===== src/rtl/keypad_lock_pkg.sv =====
// Shared types and constants for the keypad code-lock controller:
// FSM states, beep kinds, keypad one-hot key masks, display nibbles,
// and the key decoder.
package keypad_lock_pkg;

  typedef enum logic [1:0] {
    ENTRY   = 2'd0,
    OPEN    = 2'd1,
    LOCKOUT = 2'd2
  } lock_state_e;

  typedef enum logic [1:0] {
    BEEP_KEY  = 2'd0,
    BEEP_OK   = 2'd1,
    BEEP_FAIL = 2'd2
  } beep_kind_e;

  // Keypad scanner one-hot masks
  localparam logic [15:0] KEY_ENTER     = 16'h0001;
  localparam logic [15:0] KEY_D0        = 16'h0008;
  localparam logic [15:0] KEY_D3        = 16'h0020;
  localparam logic [15:0] KEY_D2        = 16'h0040;
  localparam logic [15:0] KEY_D1        = 16'h0080;
  localparam logic [15:0] KEY_CLR_ALL   = 16'h0100;
  localparam logic [15:0] KEY_D6        = 16'h0200;
  localparam logic [15:0] KEY_D5        = 16'h0400;
  localparam logic [15:0] KEY_D4        = 16'h0800;
  localparam logic [15:0] KEY_CLR_ENTRY = 16'h1000;
  localparam logic [15:0] KEY_D9        = 16'h2000;
  localparam logic [15:0] KEY_D8        = 16'h4000;
  localparam logic [15:0] KEY_D7        = 16'h8000;

  // Display nibbles
  localparam logic [3:0] BLANK    = 4'hF;
  localparam logic [3:0] OPEN_NIB = 4'hC;
  localparam logic [3:0] LOCK_NIB = 4'h0;

  typedef struct packed {
    logic       valid;
    logic       is_digit;
    logic [3:0] digit;
    logic       enter;
    logic       clr_entry;
    logic       clr_all;
  } key_t;

  // Map a raw keypad code to a key; unused bits and multi-bit codes are no-key
  function automatic key_t decode_key(input logic [15:0] oh);
    key_t k;
    k          = '0;
    k.valid    = 1'b1;
    k.is_digit = 1'b1;
    case (oh)
      KEY_D0:        k.digit = 4'd0;
      KEY_D1:        k.digit = 4'd1;
      KEY_D2:        k.digit = 4'd2;
      KEY_D3:        k.digit = 4'd3;
      KEY_D4:        k.digit = 4'd4;
      KEY_D5:        k.digit = 4'd5;
      KEY_D6:        k.digit = 4'd6;
      KEY_D7:        k.digit = 4'd7;
      KEY_D8:        k.digit = 4'd8;
      KEY_D9:        k.digit = 4'd9;
      KEY_ENTER: begin
        k.is_digit = 1'b0;
        k.enter    = 1'b1;
      end
      KEY_CLR_ENTRY: begin
        k.is_digit  = 1'b0;
        k.clr_entry = 1'b1;
      end
      KEY_CLR_ALL: begin
        k.is_digit = 1'b0;
        k.clr_all  = 1'b1;
      end
      default: begin
        k.valid    = 1'b0;
        k.is_digit = 1'b0;
      end
    endcase
    return k;
  endfunction

endpackage


===== src/rtl/beep_gen.sv =====
// Buzzer tone generator: a start pulse picks a beep length by kind,
// restarts the tone from a high half-period and plays a square wave
// until the length runs out.
module beep_gen
  import keypad_lock_pkg::*;
#(
  parameter int TONE_HALF     = 50000,
  parameter int KEY_BEEP_CYC  = 10000000,
  parameter int OK_BEEP_CYC   = 30000000,
  parameter int FAIL_BEEP_CYC = 100000000
) (
  input  logic       clk,
  input  logic       rst,
  input  logic       start,
  input  logic [1:0] kind,
  output logic       buzzer
);

  localparam int MAX_KO  = (KEY_BEEP_CYC > OK_BEEP_CYC) ? KEY_BEEP_CYC : OK_BEEP_CYC;
  localparam int MAX_LEN = (MAX_KO > FAIL_BEEP_CYC) ? MAX_KO : FAIL_BEEP_CYC;
  localparam int DUR_W   = $clog2(MAX_LEN + 1);
  localparam int TONE_W  = (TONE_HALF > 1) ? $clog2(TONE_HALF) : 1;

  logic [DUR_W-1:0]  dur_q;
  logic [TONE_W-1:0] tone_q;
  logic              active_q;
  logic              buzzer_q;
  logic [DUR_W-1:0]  len_m1_d;

  // Duration reload value for the requested kind; FAIL outranks OK outranks KEY
  always_comb begin
    len_m1_d = DUR_W'(KEY_BEEP_CYC - 1);
    case (kind)
      BEEP_FAIL: len_m1_d = DUR_W'(FAIL_BEEP_CYC - 1);
      BEEP_OK:   len_m1_d = DUR_W'(OK_BEEP_CYC - 1);
      default:   len_m1_d = DUR_W'(KEY_BEEP_CYC - 1);
    endcase
  end

  // Duration and half-period counters; a start always restarts the beep
  always_ff @(posedge clk) begin
    if (rst) begin
      active_q <= 1'b0;
      buzzer_q <= 1'b0;
      dur_q    <= '0;
      tone_q   <= '0;
    end else if (start) begin
      active_q <= 1'b1;
      buzzer_q <= 1'b1;
      dur_q    <= len_m1_d;
      tone_q   <= '0;
    end else if (active_q) begin
      if (dur_q == '0) begin
        active_q <= 1'b0;
        buzzer_q <= 1'b0;
      end else begin
        dur_q <= dur_q - DUR_W'(1);
        if (tone_q == TONE_W'(TONE_HALF - 1)) begin
          tone_q   <= '0;
          buzzer_q <= ~buzzer_q;
        end else begin
          tone_q <= tone_q + TONE_W'(1);
        end
      end
    end
  end

  assign buzzer = buzzer_q;

endmodule


===== src/rtl/keypad_lock_ctrl.sv =====
// Keypad code-lock controller. Detects key presses as edges out of the
// idle (all-zero) keypad code, builds a DIGITS-long entry shown as
// display nibbles, checks it against PASSWORD on ENTER, counts failed
// tries into a timed or CLEAR_ALL-released lockout, and drives a buzzer.
module keypad_lock_ctrl
  import keypad_lock_pkg::*;
#(
  parameter int                  DIGITS        = 3,
  parameter logic [4*DIGITS-1:0] PASSWORD      = 12'h246,
  parameter int                  MAX_TRIES     = 6,
  parameter int                  LOCKOUT_CYC   = 0,
  parameter int                  TONE_HALF     = 50000,
  parameter int                  KEY_BEEP_CYC  = 10000000,
  parameter int                  OK_BEEP_CYC   = 30000000,
  parameter int                  FAIL_BEEP_CYC = 100000000
) (
  input  logic                           clk,
  input  logic                           rst,
  input  logic [15:0]                    onehot,
  output logic [4*DIGITS-1:0]            disp,
  output logic [$clog2(MAX_TRIES+1)-1:0] tries,
  output logic                           unlocked,
  output logic                           locked_out,
  output logic                           key_evt,
  output logic                           buzzer
);

  localparam int TRIES_W   = $clog2(MAX_TRIES + 1);
  localparam int CNT_W     = $clog2(DIGITS + 1);
  localparam int LOCK_W    = (LOCKOUT_CYC > 1) ? $clog2(LOCKOUT_CYC) : 1;
  localparam int LOCK_LAST = (LOCKOUT_CYC > 0) ? LOCKOUT_CYC - 1 : 0;

  localparam logic [4*DIGITS-1:0] ALL_BLANK = {DIGITS{BLANK}};
  localparam logic [4*DIGITS-1:0] ALL_OPEN  = {DIGITS{OPEN_NIB}};
  localparam logic [4*DIGITS-1:0] ALL_LOCK  = {DIGITS{LOCK_NIB}};

  lock_state_e          state_q;
  logic [4*DIGITS-1:0]  disp_q;
  logic [CNT_W-1:0]     cnt_q;
  logic [TRIES_W-1:0]   tries_q;
  logic [LOCK_W-1:0]    lock_cnt_q;
  logic                 unlocked_q;
  logic                 locked_out_q;
  logic                 key_evt_q;
  logic [15:0]          onehot_q;

  key_t                 key_dec;
  logic                 press;
  logic                 act_digit;
  logic                 act_ok;
  logic                 act_fail;
  logic                 act_clr_entry;
  logic                 act_relock;
  logic                 act_clr_all;
  logic                 lock_done;
  logic                 beep_start;
  beep_kind_e           beep_kind;
  logic                 key_accept;
  logic [4*DIGITS-1:0]  disp_shift_d;
  logic [TRIES_W-1:0]   tries_inc_d;

  // Classify this cycle's press into the single action it triggers, plus
  // the beep request; a press that triggers nothing is silent and gives no key_evt
  always_comb begin
    key_dec       = decode_key(onehot);
    press         = key_dec.valid && (onehot_q == '0);
    act_digit     = press && key_dec.is_digit && (state_q == ENTRY) &&
                    (cnt_q < CNT_W'(DIGITS));
    act_ok        = press && key_dec.enter && (state_q == ENTRY) &&
                    (cnt_q == CNT_W'(DIGITS)) && (disp_q == PASSWORD);
    act_fail      = press && key_dec.enter && (state_q == ENTRY) &&
                    (cnt_q == CNT_W'(DIGITS)) && (disp_q != PASSWORD);
    act_clr_entry = press && key_dec.clr_entry && (state_q == ENTRY);
    act_relock    = press && key_dec.clr_entry && (state_q == OPEN);
    act_clr_all   = press && key_dec.clr_all;
    lock_done     = (LOCKOUT_CYC > 0) && (state_q == LOCKOUT) &&
                    (lock_cnt_q == LOCK_W'(LOCK_LAST));
    beep_start    = act_digit || act_ok || act_fail || act_clr_entry || act_clr_all;
    beep_kind     = act_fail ? BEEP_FAIL : (act_ok ? BEEP_OK : BEEP_KEY);
    key_accept    = beep_start || act_relock;

    disp_shift_d      = disp_q << 4;
    disp_shift_d[3:0] = key_dec.digit;
    tries_inc_d       = (tries_q == TRIES_W'(MAX_TRIES)) ? tries_q : tries_q + TRIES_W'(1);
  end

  // Lock FSM with registered display, try counter, status flags and key pulse
  always_ff @(posedge clk) begin
    if (rst) begin
      state_q      <= ENTRY;
      disp_q       <= ALL_BLANK;
      cnt_q        <= '0;
      tries_q      <= '0;
      lock_cnt_q   <= '0;
      unlocked_q   <= 1'b0;
      locked_out_q <= 1'b0;
      key_evt_q    <= 1'b0;
      onehot_q     <= '0;
    end else begin
      onehot_q  <= onehot;
      key_evt_q <= key_accept;
      if (act_clr_all || lock_done) begin
        state_q      <= ENTRY;
        disp_q       <= ALL_BLANK;
        cnt_q        <= '0;
        tries_q      <= '0;
        lock_cnt_q   <= '0;
        unlocked_q   <= 1'b0;
        locked_out_q <= 1'b0;
      end else begin
        case (state_q)
          ENTRY: begin
            if (act_digit) begin
              disp_q <= disp_shift_d;
              cnt_q  <= cnt_q + CNT_W'(1);
            end else if (act_ok) begin
              state_q    <= OPEN;
              disp_q     <= ALL_OPEN;
              tries_q    <= '0;
              unlocked_q <= 1'b1;
            end else if (act_fail) begin
              tries_q <= tries_inc_d;
              disp_q  <= ALL_BLANK;
              cnt_q   <= '0;
              if (tries_inc_d == TRIES_W'(MAX_TRIES)) begin
                state_q      <= LOCKOUT;
                disp_q       <= ALL_LOCK;
                lock_cnt_q   <= '0;
                locked_out_q <= 1'b1;
              end
            end else if (act_clr_entry) begin
              disp_q <= ALL_BLANK;
              cnt_q  <= '0;
            end
          end
          OPEN: begin
            if (act_relock) begin
              state_q    <= ENTRY;
              disp_q     <= ALL_BLANK;
              cnt_q      <= '0;
              unlocked_q <= 1'b0;
            end
          end
          LOCKOUT: begin
            if (LOCKOUT_CYC > 0) begin
              lock_cnt_q <= lock_cnt_q + LOCK_W'(1);
            end
          end
          default: begin
            state_q <= ENTRY;
          end
        endcase
      end
    end
  end

  beep_gen #(
    .TONE_HALF    (TONE_HALF),
    .KEY_BEEP_CYC (KEY_BEEP_CYC),
    .OK_BEEP_CYC  (OK_BEEP_CYC),
    .FAIL_BEEP_CYC(FAIL_BEEP_CYC)
  ) u_beep (
    .clk   (clk),
    .rst   (rst),
    .start (beep_start),
    .kind  (beep_kind),
    .buzzer(buzzer)
  );

  assign disp       = disp_q;
  assign tries      = tries_q;
  assign unlocked   = unlocked_q;
  assign locked_out = locked_out_q;
  assign key_evt    = key_evt_q;

endmodule


===== config.mk =====
export PLATFORM = sky130hd
export DESIGN_NAME = keypad_lock_ctrl
export DESIGN_NICKNAME = d
export VERILOG_FILES = /design/src/rtl/keypad_lock_pkg.sv /design/src/rtl/beep_gen.sv /design/src/rtl/keypad_lock_ctrl.sv
export SDC_FILE = /design/constraint.sdc
export NUM_CORES = 1
export LEC_CHECK = 0
export ABC_AREA = 1
export CORE_MARGIN = 3
export CORE_UTILIZATION = 30
export DETAILED_ROUTE_END_ITERATION = 12
export SYNTH_ARGS = -nofsm -noshare
export SYNTH_HDL_FRONTEND = slang
export SYNTH_HIERARCHICAL = 1
export SYNTH_SLANG_ARGS = --single-unit

===== constraint.sdc =====
create_clock -name clk -period 5 [get_ports clk]
set_input_delay 1.25 -clock clk [delete_from_list [all_inputs] [get_ports clk]]
set_output_delay 1.25 -clock clk [all_outputs]
set_load 0.05 [all_outputs]

==> impl_metrics.json <==
{
  "setup_ws_ns": 1.08,
  "grt_use_total": 0.147,
  "clk_latency_ns": 0.35,
  "reg2reg_depth": 11,
  "place.detailed.hpwl_mm": 10.2,
  "initial_utilization": 0.310,
  "wirelength_mm": 13.9,
  "clk_pin_slew_ns": 0.06,
  "grt_pass1_vias": 5124,
  "nNetsFinal": 911,
  "die_h_um": 140,
  "cap_violations": 0,
  "worst_pin_slew_ns": 0.872,
  "drt-wirelength-per-cell_um": 12.5,
  "viasPerCell": 4.80,
  "antenna_found_initial": 0,
  "p_sw_frac": 0.241,
  "timing.slew.headroom": 0.415,
  "dieArea_um2": 19700,
  "clock-sinks": 83,
  "power_frac_clock": 0.464,
  "startpoint": "onehot[4]",
  "cts-root-buf": "clkbuf_16",
  "synth_top_cell_by_area": "dfxtp_1",
  "use_met2": 0.249,
  "power_frac_seq": 0.494,
  "place_ws_ns": 0.740,
  "synth_nets": 883,
  "dr.first_iter.drc_count": 355,
  "regToRegEndpoint": "u_beep/dur_q[14]",
  "crit_arrival_ns": 4.20,
  "min_path_type": "reg2reg",
  "synthTopCellsByCount": "nand2_1, nor2_1, inv_1, nand3_1, dfxtp_1",
  "cts_post_setup_buffers_inserted": 0,
  "p_per_area_nw_per_um2": 218,
  "ys_warn_count": 6,
  "h-tree-depth": 3,
  "comb_power_share": 0.042,
  "cts_resized": 0,
  "ys_top_cells_by_area": "dfxtp_1, nand2_1, nor2_1",
  "intPower_w": 0.00103,
  "cts_buffer_depth": 2,
  "area_delta_synth_final_pct": 14.9,
  "ctsHoldBuffers": 0,
  "synth-async-reset-ratio": 0,
  "synth_cell_types": 39,
  "skew_ns": 0.00807,
  "synth_seq_cells": 83,
  "cts_made_buffers": 9,
  "peakVddDrop_v": 0.000139,
  "first_pass_iters": 4,
  "fin_util": 0.356,
  "io_buffer_count": 36,
  "num_rows": 48,
  "cts_tree": "yes",
  "grt_pass1_wl_mm": 24.3,
  "path_class": "in2reg",
  "critPathMaxFanout": 18,
  "crit_end": "u_beep/dur_q[14]",
  "antenna_cells": 0,
  "synth.most_common_cell": "nand2_1",
  "min_period_ns": 3.92,
  "vias": 5352,
  "postSynthAreaPerCell_um2": 6.32,
  "r2r_start": "disp[7]",
  "ys_seq_area_frac": 0.307,
  "grtUsageMet1": 0.189,
  "gp_congestion": 0.857,
  "synth_top_area_frac": 0.307,
  "post-route-drc-count": 0,
  "tns_ns": 0,
  "p_sw_w": 0.000327,
  "syn_inst": 856,
  "start_kind": "input port",
  "holdWs_ns": 0.455,
  "detail-route-antenna-nets": 0,
  "slew_viol_final": 0,
  "rsz0062_at_grt": "false",
  "synth_edf_count": 0,
  "syn_area_um2": 5410,
  "busiest_layer": "met2",
  "finalCritPeriodShare": 0.783,
  "io_pins": 37,
  "outcome": "complete, no violations",
  "die_w_um": 140,
  "cp-end-kind": "flop",
  "reg2reg_slack_ns": 2.24,
  "fmax_mhz": 255,
  "synthFlopType": "dfxtp_1",
  "layout-drive-gt1-share": 0.101,
  "grt_max_degree": 34,
  "use_met3": 0.0321,
  "hold_viol": 0,
  "grt_overflow": 0,
  "finalSetupViolCount": 0,
  "core_area_um2": 17500,
  "p_leak_nw": 2.78,
  "worstPathRequired_ns": 5.29
}
[stage by stage]
stage | cell area [µm²] | cells | power [W]
after floorplan | 5410 | 856 | 0.000716
after global placement | 5940 | 1098 | 0.000742
after detailed placement | 5940 | 1098 | 0.000742
after CTS | 6220 | 1114 | 0.00138
after global routing | 6220 | 1114 | 0.00141
final | 6220 | 1114 | 0.00135
[power groups by stage]
stage | clock, W | combinational [W] | sequential, W
final | 0.000629 | 0.0000568 | 0.000669
after global routing | 0.000678 | 0.0000644 | 0.000670
after CTS | 0.000653 | 0.0000575 | 0.000669
after detailed placement | 0 | 0.0000572 | 0.000685
after global placement | 0 | 0.0000575 | 0.000685
after floorplan | 0 | 0.0000322 | 0.000684
[cells by family after synthesis]
family / share of synthesized area
AND/OR/NAND/NOR: 0.494
buffers and inverters: 0.0871
flip-flops: 0.307
AO/OA/AOI/OAI: 0.0765
XOR/XNOR: 0.0146
adder cells (fa/ha/maj): 0.0208
[worst min-delay path by stage]
stage	startpoint	to	slack (ns)	cells past startpoint
2_1_floorplan	u_beep/dur_q[1]	u_beep/dur_q[1]	0.44	2
3_3_place_gp	locked_out	locked_out	0.45	2
3_5_place_dp	locked_out	locked_out	0.45	2
4_1_cts	locked_out	locked_out	0.46	2
5_1_grt	locked_out	locked_out	0.48	2
6_report	locked_out	locked_out	0.45	2
[per-layer routing]
metal,vias up,wire length (µm)
met4,0,184
met5,-,0
li1,2817,-
met1,2427,6760
met3,16,502
met2,92,6480
[placed cells by master (no fill, tap or decap), types with 10 or more instances in the layout]
cell type        instances
nand2_2                 10
nand2_1                247
inv_1                   84
dfxtp_1                 83
nor2_2                  11
nand4_1                 33
clkdlybuf4s50_1         35
or2_2                   11
nor2_1                 135
o21ai_0                 12
a21oi_1                 44
nand3_1                 84
[state kept, by name, summed over array words and instances, names as in the netlist, 2 cells and up]
signal and count:
cnt_q 2, disp 12, onehot_q 16, state_q 2, tries 3, u_beep/dur_q 27, u_beep/tone_q 16
[cell type report]
cell class,instances,area [µm²]
Clock inverter,7,53.8
Multi-Input combinational cell,661,3280
Tap cell,225,282
Fill cell,1861,11300
Inverter,90,339
Timing Repair Buffer,39,378
Sequential cell,83,1660
Clock buffer,9,225
[critical path, cell delays in order]
cell and delay (ns):
clkdlybuf4s50_1 0.47, nor2_2 0.20, nand2_2 0.10, nor2_4 0.27, nand2_1 0.17, nand2_1 0.10, nor2_1 0.06, nand3_4 0.12
nand2_2 0.06, inv_2 0.09, nand3_4 0.15, nand4_1 0.16, inv_1 0.27, or2_2 0.43, nand2_1 0.09, nand2_1 0.06
a21oi_2 0.13
Note: power is estimated with default switching activity, not from simulation.
